===== src/rtl/adder_share_arb_pkg.sv =====
// adder_share_arb_pkg: shared defaults and saturation limits for the shared adder
package adder_share_arb_pkg;
  localparam int DEF_W = 6;
  localparam int DEF_N = 4;
  localparam int SAT_MAX = 2**(DEF_W-1) - 1;
  localparam int SAT_MIN = -(2**(DEF_W-1));
endpackage


===== src/rtl/adder_share_arb_sat_add3.sv =====
// sat_add3: combinational three-input two's complement saturating add; ports a, b, c in, sum clamped out, sat high when clamped
module sat_add3
  import adder_share_arb_pkg::*;
#(
  parameter int W = DEF_W
) (
  input  logic [W-1:0] a,
  input  logic [W-1:0] b,
  input  logic [W-1:0] c,
  output logic [W-1:0] sum,
  output logic         sat
);
  logic [W+1:0] s;
  logic         pos;
  logic         neg;
  always_comb begin
    s   = {{2{a[W-1]}}, a} + {{2{b[W-1]}}, b} + {{2{c[W-1]}}, c};
    pos = !s[W+1] && (s[W:W-1] != 2'b00);
    neg = s[W+1] && (s[W:W-1] != 2'b11);
    sat = pos || neg;
    sum = pos ? {1'b0, {(W-1){1'b1}}} : neg ? {1'b1, {(W-1){1'b0}}} : s[W-1:0];
  end
endmodule


===== src/rtl/adder_share_arb.sv =====
// adder_share_arb: round-robin arbiter sharing one saturating 3-input adder among N requesters; req_* in, one-hot req_ready out, registered res_* out with valid/ready, sat_cnt counts clamped results (sat_clr clears)
module adder_share_arb
  import adder_share_arb_pkg::*;
#(
  parameter int W  = DEF_W,
  parameter int N  = DEF_N,
  parameter int TW = 2
) (
  input  logic           clk,
  input  logic           rst,
  input  logic [N-1:0]   req_valid,
  output logic [N-1:0]   req_ready,
  input  logic [N*W-1:0] req_a,
  input  logic [N*W-1:0] req_b,
  input  logic [N*W-1:0] req_c,
  output logic           res_valid,
  input  logic           res_ready,
  output logic [W-1:0]   res_sum,
  output logic [TW-1:0]  res_tag,
  output logic           res_sat,
  input  logic           sat_clr,
  output logic [15:0]    sat_cnt
);
  logic [TW-1:0] rr_ptr;
  logic [TW-1:0] gnt_idx;
  logic          gnt_any;
  logic          slot_free;
  logic          grant;
  logic [W-1:0]  sum;
  logic          sat;
  // Scan offsets from high to low so the nearest valid requester above rr_ptr wins.
  always_comb begin
    gnt_any = 1'b0;
    gnt_idx = '0;
    for (int j = N-1; j >= 0; j--) begin
      if (req_valid[(int'(rr_ptr) + j) % N]) begin
        gnt_any = 1'b1;
        gnt_idx = TW'((int'(rr_ptr) + j) % N);
      end
    end
    slot_free = !res_valid || res_ready;
    grant     = gnt_any && slot_free && !rst;
    req_ready = grant ? N'(1) << gnt_idx : '0;
  end
  sat_add3 #(.W(W)) u_add (
    .a  (req_a[gnt_idx*W +: W]),
    .b  (req_b[gnt_idx*W +: W]),
    .c  (req_c[gnt_idx*W +: W]),
    .sum(sum),
    .sat(sat)
  );
  always_ff @(posedge clk or posedge rst) begin
    if (rst) begin
      res_valid <= 1'b0;
      res_sum   <= '0;
      res_tag   <= '0;
      res_sat   <= 1'b0;
      sat_cnt   <= '0;
      rr_ptr    <= '0;
    end else begin
      if (grant) begin
        res_valid <= 1'b1;
        res_sum   <= sum;
        res_tag   <= gnt_idx;
        res_sat   <= sat;
        rr_ptr    <= TW'((int'(gnt_idx) + 1) % N);
      end else if (slot_free) begin
        res_valid <= 1'b0;
      end
      if (sat_clr) sat_cnt <= '0;
      else if (grant && sat && sat_cnt != 16'hFFFF) sat_cnt <= sat_cnt + 16'd1;
    end
  end
endmodule


===== config.mk =====
export PLATFORM = sky130hd
export DESIGN_NAME = adder_share_arb
export DESIGN_NICKNAME = d
export VERILOG_FILES = /design/src/rtl/adder_share_arb_pkg.sv /design/src/rtl/adder_share_arb_sat_add3.sv /design/src/rtl/adder_share_arb.sv
export SDC_FILE = /design/constraint.sdc
export NUM_CORES = 1
export LEC_CHECK = 0
export CAP_MARGIN = 20
export CORE_MARGIN = 2
export CORE_UTILIZATION = 44
export CTS_CLUSTER_SIZE = 25
export DETAILED_ROUTE_END_ITERATION = 6
export PLACE_DENSITY = 0.81
export SLEW_MARGIN = 20
export SYNTH_ARGS = -nofsm -noshare
export SYNTH_HDL_FRONTEND = slang
export SYNTH_SLANG_ARGS = --single-unit

===== constraint.sdc =====
create_clock -name clk -period 5.45 [get_ports clk]
set_input_delay 1.3625 -clock clk [delete_from_list [all_inputs] [get_ports clk]]
set_output_delay 1.3625 -clock clk [all_outputs]
set_load 0.01 [all_outputs]

## Yosys cells after proc, flatten, opt, wreduce, memory -nomap -nowiden

Cells that the tools add are included.

- Input bits: 80
- Flip-flop bits (word level): 28
- Output and inout port bits: 30

- Equal/unequal tests: 2
- Muxes and demuxes: 26
- Bitwise gates (word level): 3
- Shifts and indexed selects: 4
- Multiply operators: 1
- Add/sub/neg operators: 7
- Reduce and logical (&&, ||, !) cells: 17
- Order comparisons: 4

Operators with widths:

| kind | count |
|---|---|
| indexed part select 24 x 6 -> 6 bit | 3 |
| 2-to-1 mux 16 bit | 2 |
| adder 16 x 1 -> 16 bit (second input constant) | 1 |
| != test 16 bit (second input constant) | 1 |
| 2-to-1 mux 1 bit | 13 |
| less-than comparator 3 x 4 -> 1 bit (second input constant) | 3 |
| 2-to-1 mux 6 bit | 2 |
| adder 8 bit | 1 |
| binary-select mux 1 bit (select 2 bit) | 4 |
| 2-to-1 mux 2 bit | 4 |
| adder 6 x 6 -> 7 bit | 1 |
| logical AND 1 bit | 6 |
| nonzero test 2 bit | 3 |
| OR reduction 2 bit | 3 |
| adder 2 x 1 -> 2 bit (second input constant) | 2 |
| adder 2 bit (second input constant) | 2 |
| multiplier 2 x 2 -> 4 bit (second input constant) | 1 |
| 2-to-1 mux 4 bit | 1 |
| left shift 1 x 2 -> 4 bit (first input constant) | 1 |
| AND 1 bit (first input constant) | 3 |
| logical NOT 1 bit | 3 |
| less-than comparator 2 x 3 -> 1 bit (second input constant) | 1 |
| logical OR 1 bit | 2 |
| != test 2 bit (second input constant) | 1 |

## Logic depth before layout (Yosys ltp)

- Word-level depth: 21
- Gate-level depth with buffers: 23
- Mapped depth without buffers: 21

## Cells and area by module

Synthesis repeated with hierarchy kept, for this count alone.

- Cell total of the unflattened synthesis: 347
- Area, all modules: 2630.0 µm²

By module, submodules not included:

| module | cells each | times used | seq. area each (µm²) | area an instance (µm²) |
|---|---|---|---|---|
| adder_share_arb | 268 | 1 | 700.7 | 1974.4 |
| sat_add3 | 79 | 1 | 0.0 | 655.6 |

## Worst setup path before layout

No wires, ideal clock.

- Kind: input port to flip-flop
- Start point: in req_valid[0]
- End point: reg sat_cnt[14]
- Data arrival time: 5.667 ns
- Cell stages on the path: 21
- Buffers on the path: 3
- Setup slack: -0.295 ns
- Data required time: 5.372 ns
- Cells stage by stage: a21oi_1 o21a_1 o22ai_1 clkbuf_1 clkbuf_1 nand2_1 and3_1 a31oi_1 ha_1 a21o_1 a21oi_1 xnor2_1 ha_1 o21ai_0 o21ai_0 and3_1 a2111oi_4 nor3b_1 clkbuf_2 or4_1 a21oi_1

- Cells in the longest elaborated chain, start to end: 17
- Elaborated cells between the ends (all ways): 36

Ends and longest elaborated chain:

| what | line | RTL |
|---|---|---|
| from (decl) | adder_share_arb.sv:11 | `input logic [N-1:0] req_valid,` |
| binary-select mux 1 bit (select 2 bit) | adder_share_arb.sv:36 | `if (req_valid[(int'(rr_ptr) + j) % N]) begin` |
| 2-to-1 mux 1 bit (implied by the code) (2 in series) | adder_share_arb.sv:36 |  |
| 2-to-1 mux 2 bit (4 in series) | adder_share_arb.sv:36 |  |
| multiplier 2 x 2 -> 4 bit | adder_share_arb.sv:46, adder_share_arb.sv:47, adder_share_arb.sv:48 |  |
| indexed part select 24 x 6 -> 6 bit, on equally long branches | adder_share_arb.sv:46, adder_share_arb.sv:47 |  |
| adder 6 x 6 -> 7 bit | adder_share_arb_sat_add3.sv:17 | `s = {{2{a[W-1]}}, a} + {{2{b[W-1]}}, b} + {{2{c[W-1]}}, c};` |
| adder 8 bit | adder_share_arb_sat_add3.sv:17 |  |
| != test 2 bit, or another cell as far along | adder_share_arb_sat_add3.sv:19 | `neg = s[W+1] && (s[W:W-1] != 2'b11);` |
| logical AND 1 bit, on equally long branches | adder_share_arb_sat_add3.sv:19, adder_share_arb_sat_add3.sv:18 |  |
| logical OR 1 bit | adder_share_arb_sat_add3.sv:20 | `sat = pos \|\| neg;` |
| logical AND 1 bit (*) (2 in series) | adder_share_arb.sv:71 | `else if (grant && sat && sat_cnt != 16'hFFFF) sat_cnt <= sat_cnt + 16'd1;` |
| nonzero test 2 bit (no source line) (*) | n/a |  |
| to (signal assigned) | adder_share_arb.sv:71 |  |
| to (decl) | adder_share_arb.sv:22 | `output logic [15:0] sat_cnt` |

Mark *: on every way between the ends. The rest lies on a longest branch, timed or not. The select of a mux whose other input is x is not followed.
A chain may end at the register's enable or synchronous reset.

## Worst setup path in the final report

- Start point: in req_valid[0]
- End point: reg sat_cnt[12]

Same word-level chain as after synthesis.

==> parameters.txt <==
Parameter                              Value

Route
  Starting DRC count in detailed routing ... 199
  Via density per instance ... 5.74
  Detailed route wirelength on metal2 ... 5.16 mm
  Top layer used by detailed routing ... met4
  Total DRC errors in the routed layout ... 0
  Detailed-route wire length ... 9.46 mm
  Routed length per placed instance ... 16.1 um
  DR vias ... 3,366
  DRT antenna net count ... 0
  Metal1 wirelength ... 3.69 mm
  First-pass detailed-route iteration total ... 5
  Routed length on met3 ... 438 um

Setup path
  Biggest fanout along the worst timing path ... 7
  Cell type group with the largest total delay on the critical path ... compound AO/OA/AOI/OAI gates
  Startpoint of the most critical register-to-register path ... rr_ptr[1]
  Critical path launch point type ... primary input
  Endpoint type of the worst setup path ... flip-flop
  Critical path data arrival time ... 5650 ps
  Largest incremental delay on the critical path ... 510 ps
  Endpoint of the most critical register-to-register path ... sat_cnt[12]
  Cell-by-cell listing of the critical path ... buf_6 -> a21oi_2 -> o21a_1 -> o22ai_4 -> clkinvlp_4 -> nand2_2 -> a31oi_2 -> ha_2 -> fa_2 -> a21o_1 -> a21oi_2 -> xnor2_1 -> ha_1 -> a21oi_2 -> o211ai_4 -> and3_4 -> a2111oi_4 -> nor3b_4 -> buf_6 -> or4_4 -> a21oi_2
  Buffer and inverter count on the worst path ... 3
  Critical-path cell with the highest stage delay ... sky130_fd_sc_hd__or4_4
  Critical path origin ... req_valid[0]
  Most used cell, CP ... sky130_fd_sc_hd__a21oi_2
  CP required ... 5640 ps
  Setup slack of the most critical reg-to-reg path ... 600 ps
  Class of the most critical setup path ... in2reg
  Number of cells on the worst reg-to-reg path ... 20

Synthesis
  Syn_nets ... 462
  Number of enable flip-flop cells after synthesis ... 0
  Cells after Synth ... 362
  YS warnings ... 0
  Summed instance area of the synthesized netlist ... 2680 um2
  Leading cell types by total area after synthesis ... sky130_fd_sc_hd__dfrtp_1, sky130_fd_sc_hd__nand2_1, sky130_fd_sc_hd__ha_1
  Synth top area share ... 0.262
  Count of distinct cell types in the synthesized netlist ... 45
  Leading cell types by count after synthesis ... sky130_fd_sc_hd__nand2_1, sky130_fd_sc_hd__a21oi_1, sky130_fd_sc_hd__dfrtp_1
  Number of synthesized register bits ... 28
  Share of flip-flops with an asynchronous set or reset after synthesis ... 1.00
  Part of the Yosys area used for sequential elements ... 0.262
  Most instantiated flip-flop cell in the synthesis netlist ... sky130_fd_sc_hd__dfrtp_1
  Cell with the most instances after synthesis ... sky130_fd_sc_hd__nand2_1
  Synthesized area per cell ... 7.40 um2
  Largest area contributor in the synthesized netlist ... sky130_fd_sc_hd__dfrtp_1

Hold path
  Depth of the worst hold-timing path ... 1
  Hold Crit Class ... reg2reg
  Hold Path End ... res_tag[1]
  Worst Hold Launch ... res_tag[1]

STA
  Post-layout worst setup margin ... -10.9 ps
  Crit share post-route ... 1.00
  Final setup violation count ... 1
  RSZ-0062 raised after global routing ... yes
  Max-Slew Margin vs Limit ... 0.424
  Hold slack final ... 528 ps
  Transition time of the tightest slew-check pin ... 861 ps
  Minimum period implied by the final worst setup slack ... 5460 ps
  Clock Skew ... 9.80 ps
  Max Slew Vio Count ... 0
  Maximum clock rate ... 183 MHz
  Fin Setup TNS ... -10.9 ps
  Number of hold violations in the final report ... 0

Final layout
  Net count of the finished layout ... 613
  Fin cells ... 586
  Layout cell share with drive strength beyond 1 ... 0.233
  Synth-to-Final Area Change ... 67.9%
  Diodes inserted ... 0

Floorplan
  Height of the chip ... 82.0 um
  Number of rows created at floorplan ... 28
  Total die area ... 6730 um2
  Initial core utilization ... 0.455
  DIE WIDTH ... 82.0 um
  Core area ... 5890 um2
  Number of I/O pins ... 110

Clock network
  Buffer depth of the longest clock path ... 2
  H-tree depth reported by CTS ... 1
  Root Driver ... sky130_fd_sc_hd__clkbuf_8
  CTS buffer count ... 3
  CTS sink count ... 28
  TritonCTS clock tree ... yes
  Clock latency at the later pin of the worst-skew pair ... 270 ps
  Clock slew at reported path FFs ... 100 ps

Place
  Post-Place Worst Slack ... -775 ps
  Routability congestion estimate ... 0.823
  HPWL after detailed placement ... 6.59 mm
  IO Port Bufs ... 109
  Number of placed cells counting well taps ... 568

Global route
  Pin count of the biggest net entering global routing ... 29
  Global-route usage over all layers ... 0.276
  Initial antenna violation count ... 0
  First-pass GRT wire length ... 14.8 mm
  Total congestion overflow ... 0
  Vias in the first global route ... 3,341

Outcome
  Violations in the final reports ... setup timing
  Outcome ... finished, violations left

Job
  Total of max-cap violations ... 0
-- logic make-up (layout without fill, tap and decap cells) --
group	count (synthesis)	after routing	share of synthesized area
adder cells (fa/ha/maj)	20	20	0.0991
multiplexers	5	5	0.0201
XOR/XNOR	10	10	0.0327
AO/OA/AOI/OAI	100	100	0.236
buffers and inverters	33	182	0.0472
AND/OR/NAND/NOR	166	166	0.303
flip-flops	28	28	0.262
-- routing by layer --
| metal | up-vias | track usage |
|---|---|---|
| met5 | - | 0 |
| met4 | 0 | 0.0583 |
| met3 | 19 | 0.0132 |
| met2 | 138 | 0.567 |
| met1 | 1607 | 0.306 |
| li1 | 1602 | - |
-- state kept, by name, summed over array words and instances (netlist names) --
signal / count
sat_cnt: 16
res_sum: 6
res_tag: 2
rr_ptr: 2
res_sat: 1
res_valid: 1
-- placed cells by master (no fill, tap or decap), types with 3 or more instances in the layout --
| cell | n |
|---|---|
| sky130_fd_sc_hd__buf_6 | 9 |
| sky130_fd_sc_hd__inv_1 | 8 |
| sky130_fd_sc_hd__clkdlybuf4s50_1 | 105 |
| sky130_fd_sc_hd__a21o_1 | 3 |
| sky130_fd_sc_hd__ha_1 | 16 |
| sky130_fd_sc_hd__xor2_1 | 3 |
| sky130_fd_sc_hd__o21ai_0 | 9 |
| sky130_fd_sc_hd__and3_1 | 25 |
| sky130_fd_sc_hd__nand2_2 | 3 |
| sky130_fd_sc_hd__nor2_1 | 14 |
| sky130_fd_sc_hd__a211oi_2 | 3 |
| sky130_fd_sc_hd__nand4_1 | 6 |
| sky130_fd_sc_hd__a21oi_2 | 15 |
| sky130_fd_sc_hd__nand2_1 | 78 |
| sky130_fd_sc_hd__or3_4 | 4 |
| sky130_fd_sc_hd__a31oi_1 | 17 |
| sky130_fd_sc_hd__dfrtp_1 | 28 |
| sky130_fd_sc_hd__clkbuf_8 | 3 |
| sky130_fd_sc_hd__or3_1 | 6 |
| sky130_fd_sc_hd__o31ai_1 | 4 |
| sky130_fd_sc_hd__or4_1 | 3 |
| sky130_fd_sc_hd__mux2_2 | 3 |
| sky130_fd_sc_hd__nand3_1 | 5 |
| sky130_fd_sc_hd__o21ai_1 | 6 |
| sky130_fd_sc_hd__buf_4 | 51 |
| sky130_fd_sc_hd__a21oi_1 | 27 |
| sky130_fd_sc_hd__xnor2_1 | 6 |
-- worst reg2reg max path, stage by stage, from the launching register on --
cell and delay, ps:
sky130_fd_sc_hd__dfrtp_1 520, sky130_fd_sc_hd__a21oi_2 100, sky130_fd_sc_hd__o21a_1 200, sky130_fd_sc_hd__o22ai_4 290, sky130_fd_sc_hd__clkinvlp_4 240, sky130_fd_sc_hd__nand2_2 100, sky130_fd_sc_hd__a31oi_2 100, sky130_fd_sc_hd__ha_2 210
sky130_fd_sc_hd__fa_2 340, sky130_fd_sc_hd__a21o_1 190, sky130_fd_sc_hd__a21oi_2 180, sky130_fd_sc_hd__xnor2_1 150, sky130_fd_sc_hd__ha_1 310, sky130_fd_sc_hd__a21oi_2 210, sky130_fd_sc_hd__o211ai_4 150, sky130_fd_sc_hd__and3_4 190
sky130_fd_sc_hd__a2111oi_4 400, sky130_fd_sc_hd__nor3b_4 90, sky130_fd_sc_hd__buf_6 150, sky130_fd_sc_hd__or4_4 510, sky130_fd_sc_hd__a21oi_2 140
-- per-stage QoR --
step,instance area [um2],util
after global placement,4180,0.710
after floorplan,2740,-
after global routing,4500,0.764
final,4500,0.764
after detailed placement,4180,0.710
after CTS,4440,0.755
-- final cells by class --
cell class,instances,area (um2)
repair buffers,167,1550
multi-input cells,301,2060
inverters,11,43.8
well taps,75,93.8
repair inverters,1,7.51
flip-flops and latches,28,701
fillers,422,1390
clock buffers,3,41.3
-- worst max path at each step --
stage / cells after the start / to / slack (ps)
after floorplan: 19 / sat_cnt[14] / 8
after global placement: 22 / sat_cnt[10] / -680
after detailed placement: 22 / sat_cnt[5] / -770
after CTS: 24 / sat_cnt[2] / -8
after global routing: 24 / sat_cnt[2] / -180
final: 21 / sat_cnt[12] / -10
-- what timing repair did --
action | 4_1_cts | 5_1_grt
gates resized for setup | 37 | 33
gates cloned | 3 | 1
pin swaps | 34 | 32
hold buffers | 0 | 0
buffers inserted | 10 | 4
endpoints found under the setup margin | 22 | 22
Power is not shown: default switching activity piles up to over one toggle a cycle in this logic, so the estimate is an artifact.
